$ cat config.mk
export PLATFORM = sky130hd
export DESIGN_NAME = tdc_readout_sched
export DESIGN_NICKNAME = d
export VERILOG_FILES = /design/src/rtl/tdc_readout_sched.sv
export SDC_FILE = /design/constraint.sdc
export NUM_CORES = 1
export LEC_CHECK = 0
export BUFFER_PORTS_ARGS = -buffer_cell sky130_fd_sc_hd__buf_2
export CORE_MARGIN = 2
export CORE_UTILIZATION = 60
export DETAILED_ROUTE_END_ITERATION = 8
export GPL_ROUTABILITY_DRIVEN = 0
export HOLD_SLACK_MARGIN = 0.1
export PLACE_DENSITY = 0.9
export SYNTH_ARGS = -nofsm -noshare
export SYNTH_HDL_FRONTEND = slang
export SYNTH_SLANG_ARGS = --single-unit
$ cat constraint.sdc
create_clock -name wb_clk_i -period 15.2 [get_ports wb_clk_i]
set_input_delay 3.8 -clock wb_clk_i [delete_from_list [all_inputs] [get_ports wb_clk_i]]
set_output_delay 3.8 -clock wb_clk_i [all_outputs]
set_load 0.05 [all_outputs]
$ cat src/rtl/tdc_readout_sched.sv
// Round-robin readout scheduler for the TDC channel bank: grants one pending channel at a
// time, pushes {channel, timestamp} into a FWFT FIFO and pulses that channel's ack.
module tdc_readout_sched #(
   parameter  int NCHAN  = 4,
   parameter  int TS_W   = 32,
   parameter  int DEPTH  = 8,
   localparam int CHAN_W = $clog2(NCHAN),
   localparam int PTR_W  = $clog2(DEPTH),
   localparam int LVL_W  = $clog2(DEPTH) + 1
) (
   input  logic                    wb_clk_i,
   input  logic                    wb_rst_i,
   input  logic                    enable_i,
   input  logic [NCHAN-1:0]        ch_valid_i,
   input  logic [NCHAN*TS_W-1:0]   ch_ts_i,
   output logic [NCHAN-1:0]        ch_ack_o,
   input  logic                    rd_en_i,
   output logic [TS_W-1:0]         rd_ts_o,
   output logic [CHAN_W-1:0]       rd_chan_o,
   output logic                    fifo_empty_o,
   output logic                    fifo_full_o,
   output logic [LVL_W-1:0]        fifo_level_o,
   output logic [15:0]             stall_cnt_o,
   output logic                    dbg_state_o
);

   // Handshakes: a channel holds ch_valid_i until it sees its one-cycle ch_ack_o pulse;
   // the host side treats rd_en_i as ready, a word leaves on an edge with rd_en_i && !fifo_empty_o.
   typedef enum logic {ST_IDLE = 1'b0, ST_WAIT = 1'b1} state_t;

   state_t                 state_q, state_d;
   logic [CHAN_W-1:0]      last_q;
   logic [NCHAN-1:0]       ack_q, ack_d;
   logic [PTR_W-1:0]       wr_ptr_q, rd_ptr_q;
   logic [LVL_W-1:0]       level_q;
   logic [15:0]            stall_q;
   logic [CHAN_W+TS_W-1:0] mem [DEPTH];

   logic                   full_w, empty_w, push, pop, stall_inc;
   logic                   found_hi, found_lo;
   logic [CHAN_W-1:0]      winner_hi, winner_lo, winner;
   logic [TS_W-1:0]        win_ts;
   logic [CHAN_W+TS_W-1:0] head;

   assign full_w  = (level_q == LVL_W'(DEPTH));
   assign empty_w = (level_q == '0);
   assign pop     = rd_en_i && !empty_w;

   // Channels above last get priority over those at or below it, giving rotation from last+1.
   always_comb begin
      found_hi  = 1'b0;
      found_lo  = 1'b0;
      winner_hi = '0;
      winner_lo = '0;
      for (int i = 0; i < NCHAN; i++) begin
         if (ch_valid_i[i] && (CHAN_W'(i) > last_q) && !found_hi) begin
            winner_hi = CHAN_W'(i);
            found_hi  = 1'b1;
         end
         if (ch_valid_i[i] && (CHAN_W'(i) <= last_q) && !found_lo) begin
            winner_lo = CHAN_W'(i);
            found_lo  = 1'b1;
         end
      end
      winner = found_hi ? winner_hi : winner_lo;
   end

   always_comb begin
      win_ts = '0;
      ack_d  = '0;
      for (int i = 0; i < NCHAN; i++) begin
         if (winner == CHAN_W'(i)) begin
            win_ts   = ch_ts_i[i*TS_W +: TS_W];
            ack_d[i] = push;
         end
      end
   end

   always_comb begin
      state_d   = state_q;
      push      = 1'b0;
      stall_inc = 1'b0;
      case (state_q)
         ST_IDLE: begin
            if (enable_i && |ch_valid_i) begin
               if (full_w) begin
                  stall_inc = 1'b1;
               end else begin
                  push    = 1'b1;
                  state_d = ST_WAIT;
               end
            end
         end
         // Hold off until the granted channel drops its stale valid.
         ST_WAIT: if (!ch_valid_i[last_q]) state_d = ST_IDLE;
         default: state_d = ST_IDLE;
      endcase
   end

   always_ff @(posedge wb_clk_i or posedge wb_rst_i) begin
      if (wb_rst_i) begin
         state_q  <= ST_IDLE;
         last_q   <= CHAN_W'(NCHAN - 1);
         ack_q    <= '0;
         wr_ptr_q <= '0;
         rd_ptr_q <= '0;
         level_q  <= '0;
         stall_q  <= '0;
      end else begin
         state_q <= state_d;
         ack_q   <= ack_d;
         if (push) begin
            last_q   <= winner;
            wr_ptr_q <= wr_ptr_q + 1'b1;
         end
         if (pop) rd_ptr_q <= rd_ptr_q + 1'b1;
         case ({push, pop})
            2'b10:   level_q <= level_q + 1'b1;
            2'b01:   level_q <= level_q - 1'b1;
            default: ;
         endcase
         if (stall_inc && (stall_q != 16'hFFFF)) stall_q <= stall_q + 16'd1;
      end
   end

   always_ff @(posedge wb_clk_i) begin
      if (push) mem[wr_ptr_q] <= {winner, win_ts};
   end

   assign head         = mem[rd_ptr_q];
   assign rd_ts_o      = empty_w ? '0 : head[TS_W-1:0];
   assign rd_chan_o    = empty_w ? '0 : head[CHAN_W+TS_W-1:TS_W];
   assign ch_ack_o     = ack_q;
   assign fifo_empty_o = empty_w;
   assign fifo_full_o  = full_w;
   assign fifo_level_o = level_q;
   assign stall_cnt_o  = stall_q;
   assign dbg_state_o  = state_q;

endmodule

Word level (Yosys, flattened, before mapping) --
Memory sizes are Yosys's and may differ from the RTL's. Cells that the tools add are included. Widths: inputs -> output; s select.
Storage, ports and cells: memories kept 1, bits in registers 33, bits in writable memories 272, logic and storage cells 95, latch bits 0, bits of input ports 136, bits in read-only memories 0
Cells by class: reductions and logical operators 28, bitwise logic cells 1, add/subtract/negate cells 5, equality and inequality tests 7, multiply operators 0, divide/modulo/power cells 0, order comparisons 9, shift operators 0, multiplexer cells 37
Memory list:
- mem | words 8, bits a word 34, read ports 1, clocked after memory_dff 0, write ports 1, RTL line 37 | logic [CHAN_W+TS_W-1:0] mem [DEPTH];
Operators with widths (number):
- $mux 32 | 5
- $mux 1 | 23
- $logic_and 1x1->1 | 17
- $add 16x1->16 const B | 1
- $ne 16x16->1 const B | 1
- $mux 2 | 6
- $pmux 4 s2 | 1
- $logic_not 1->1 | 7
- $add 3x1->3 const B | 2
- $eq 2x2->1 const B | 3
- $add 4x1->4 const B | 1
- $eq 2x1->1 const B | 2
- $eq 4x4->1 const B | 1
- $gt 1x2->1 const A | 2
- $gt 2x2->1 const A | 2
- $le 1x2->1 const A | 2
- $le 2x2->1 const A | 2
- $logic_not 4->1 | 1
- $reduce_or 4->1 | 1
- $sub 4x1->4 const B | 1
- $lt 2x3->1 const B | 1
- $bmux 1 s2 | 1
- $logic_not 2->1 | 1
- $pmux 1 s2 | 1
- 2 further kinds | 2

Logic depth before layout (Yosys ltp) --
depth in word-level cells 18, gate-level depth with buffers 12, gate-level depth less buffers 11

Worst setup path after synthesis --
OpenSTA, ideal clock, no wires.
path type input to register, from input enable_i, to memory mem[4][0] in the netlist's numbering (enable), cell stages on the path 5, data arrival time 8.036 ns, setup slack 6.641 ns, cell sequence nor2b_1 -> o31ai_1 -> nor2_1 -> inv_1 -> nor4b_1
Between the ends: longest elaborated chain between the ends 5
Ends and longest elaborated chain:
- start, declared | RTL line 13 | input logic enable_i,
- $logic_and 1x1->1 | RTL line 85 | if (enable_i && |ch_valid_i) begin
- $mux 1 | RTL line 85
- $mux 1 | RTL line 83 | case (state_q)
- $mux 1 | RTL line 127 | if (push) mem[wr_ptr_q] <= {winner, win_ts};
- $mux 1 (not written as such) | RTL line 127
- end, declared | RTL line 37
Every way passes these cells.

Final worst setup path --
from register rd_ptr_q[0], to output rd_ts_o[7]
Between the ends: longest elaborated chain between the ends 2
Ends and longest elaborated chain:
- start, declared | RTL line 34 | logic [PTR_W-1:0] wr_ptr_q, rd_ptr_q;
- start signal, assigned | RTL line 116 | if (pop) rd_ptr_q <= rd_ptr_q + 1'b1;
- $mem_v2 8x34
- $mux 32 | RTL line 131 | assign rd_ts_o = empty_w ? '0 : head[TS_W-1:0];
- end, declared | RTL line 18 | output logic [TS_W-1:0] rd_ts_o,
Every way passes these cells.

==> results.md <==
- # setup viols final: 0
- CP required: 11.40 ns
- Mapped cell area: 12900 sq um
- Antenna Cells: 0
- Startpoint types: flop
- Sequential-to-total area share from yosys stat: 69.7%
- Dpl hpwl: 16500 microns
- Final nets: 1113
- Post-Synth XOR/XNOR Area: 1.63%
- Synth Register Bits: 305
- Site Rows: 53
- Slew of the pin with the lowest slew margin: 1.05 ns
- Final Hold Fails: 0
- Main area contributors after synthesis: edfxtp_1 (63%), mux4_2 (12%), dfrtp_1 (6.0%), nand2_1 (3.4%), mux2i_1 (2.8%)
- Vias per cell: 6.26
- Post-CTS setup buffer count: 0
- Root buffer cell: clkbuf_16
- Initial antenna violation count: 0
- Initial cell density of the core: 61.2%
- Tcrit/Tclk final: 47.1%
- GRT overflow: 0
- Worst Path Arrival: 3.36 ns
- Synth top cells by count: edfxtp_1 (272), nand2_1 (117), mux4_2 (68)
- Layout cells sized above 1: 35.1%
- Final Util: 72.0%
- Mapped Cells: 777
- Post-CTS sizing: 0
- DR vias: 7930
- CP max FO: 36
- Remaining DRCs: 0
- Final Max Tran Viols: 0
- Placeable Area: 21100 sq um
- Cts hold-fix bufs: 0
- # IOs: 197
- Syn avg cell area: 16.6 sq um
- Most numerous cell in the Yosys netlist: edfxtp_1
- Area post-placement: 14200 sq um
- Area growth from synthesis to layout: 17.7%
- Slew margin rel.: 29.6%
- Max cap viols: 0
- Setup TNS: 0 ns
- Layout filler cell count: 1234
- Vias in the first global route: 7863
- Worst vdd ir: 0.000173 V
- Main combinational cell family by area after synthesis: multiplexers
- Power Dens Cells: 220 nW/um^2
- Worst-Skew Late Latency: 0.53 ns
- Simple-gate share of the synthesized area: 6.85%
- Adder-Cell Fraction of Synth Area: 0.582%
- Hold Crit Class: flop to flop
- Largest net degree at the start of global routing: 78
- Maximum buffer depth of the clock tree: 3
- Port Buf Inserts: 196
- First-pass GRT wire length: 44400 microns
- Post-synth top flop: edfxtp_1
- RSZ-0062 raised after global routing: no
- Outcome: completed
- Total clock buffers created by CTS: 28
- Post-DRT Antenna Nets: 0
- DR iter-0 viols: 710
- All-Layer GR Usage: 26.2%
- Design area: 15200 sq um
- YS warnings: 0
- Pleak: 0.00563 uW
- Critical path, cell by cell: buf_4 > mux4_2 > mux2i_1 > nor2_1 > buf_2
- Clock slew at reported path FFs: 0.07 ns
- CTS tree: built
- Post-synthesis cell type count: 47
- Die ar.: 22700 sq um
- Max Freq: 140 MHz
- Die Wd: 151 microns
- Total power: 3330 uW
- Mux share of post-synthesis cell area: 15.0%
- Critical path class: flop to output pin
- Post-Syn Nets: 919
- Clock skew: 0.0110 ns
- Die span in y: 151 microns
- TritonCTS Sinks: 305
- FFs w/ async S/R, synth: 10.8%
- Drt first pass iters: 5
- Crit. End Element: output pin
- Area share of the largest cell type after synthesis: 63.3%
- Synth Area in Compound Gates: 4.40%
- Routed Wire Length: 29500 microns
- Critical path's largest stage delay: 0.87 ns
- Final Critical Period: 7.16 ns
- Drt wl/cell: 23.3 microns
- Number of synthesized flops with an enable pin: 272
- Crit-path slowest cell: dfrtp_4
- CTS HTree Levels: 1
- Area leader, netlist: edfxtp_1
==> report_power, final <==
group / internal [uW] / switching (uW) / leakage [uW]
clock: 449 / 297 / 0.000473
sequential: 1160 / 97.3 / 0.00287
combinational: 416 / 918 / 0.00228
==> sequential cells by signal, summed over array words and instances (netlist names) <==
signal,flops
fifo_level_o,4
ch_ack_o,4
last_q,2
wr_ptr_q,3
stall_cnt_o,16
dbg_state_o,1
rd_ptr_q,3
mem,272
==> critical path, delay by kind of cell, from the launching register on <==
| family | cells | cell delay [ns] |
|---|---|---|
| multiplexers | 2 | 0.88 |
| flip-flops | 1 | 0.87 |
| AND/OR/NAND/NOR | 1 | 0.07 |
| buffers and inverters | 2 | 0.94 |
==> through the flow <==
stage | hold slack, ns | setup WS [ns] | std cells
6_report | 0.501 | 8.04 | 1267
5_1_grt | 0.512 | 7.84 | 1267
4_1_cts | 0.500 | 7.96 | 1267
3_5_place_dp | 0.491 | 8.44 | 1216
3_3_place_gp | 0.477 | 8.58 | 1216
2_1_floorplan | 0.510 | 6.64 | 777
==> final cells by class <==
| cell class | count | area [sq um] | area share, % |
|---|---|---|---|
| repair buffers | 214 | 1120 | 7.35 |
| clock buffers | 34 | 744 | 4.90 |
| clock inverters | 17 | 230 | 1.52 |
| flip-flops and latches | 305 | 9000 | 59.3 |
| inverters | 4 | 15.0 | 0.0988 |
| well taps | 275 | 344 | 2.27 |
| multi-input cells | 418 | 3740 | 24.6 |
==> final timing paths <==
kind	start	endpoint	slack (ns)	depth (start not counted)
max	rd_ptr_q[0]$_DFFE_PP0P_	rd_ts_o[7]	8.04	5
min	stall_cnt_o[7]$_DFFE_PP0P_	stall_cnt_o[7]$_DFFE_PP0P_	0.50	1
max reg2reg	last_q[1]$_DFFE_PP1P_	mem[1][29]$_DFFE_PP_	11.83	8
min reg2reg	stall_cnt_o[7]$_DFFE_PP0P_	stall_cnt_o[7]$_DFFE_PP0P_	0.50	1
max in group asynchronous	wb_rst_i	rd_ptr_q[0]$_DFFE_PP0P_	11.50	3
min in group asynchronous	wb_rst_i	stall_cnt_o[14]$_DFFE_PP0P_	3.35	3
==> cell usage in the layout, fill, tap and decap left out, types with 11 or more instances in the layout <==
| master | instances |
|---|---|
| dfrtp_1 | 28 |
| buf_4 | 18 |
| xor2_1 | 13 |
| a32oi_1 | 32 |
| xnor2_1 | 11 |
| mux2i_1 | 36 |
| a21oi_1 | 34 |
| clkbuf_16 | 29 |
| buf_2 | 196 |
| mux4_2 | 68 |
| edfxtp_1 | 272 |
| nand2_1 | 117 |
| nor2_1 | 48 |
==> cells by family (layout without fill, tap and decap cells) <==
| family | count (synthesis) | in the layout |
|---|---|---|
| DFF | 305 | 305 |
| adders and majority gates | 6 | 6 |
| buffers and inverters | 54 | 269 |
| AOI/OAI and AO/OA | 80 | 80 |
| xor gates and xnor gates | 24 | 24 |
| and+or+nand+nor | 200 | 200 |
| muxes | 108 | 108 |
==> per-layer routing <==
| metal | GRT usage, % | vias up | routed length (microns) |
|---|---|---|---|
| met1 | 35.7 | 3945 | 11200 |
| li1 | - | 3427 | - |
| met4 | 8.79 | 0 | 804 |
| met5 | 0 | - | 0 |
| met3 | 3.94 | 84 | 2520 |
| met2 | 43.9 | 474 | 15000 |
Note: power is estimated with default switching activity, not from simulation.
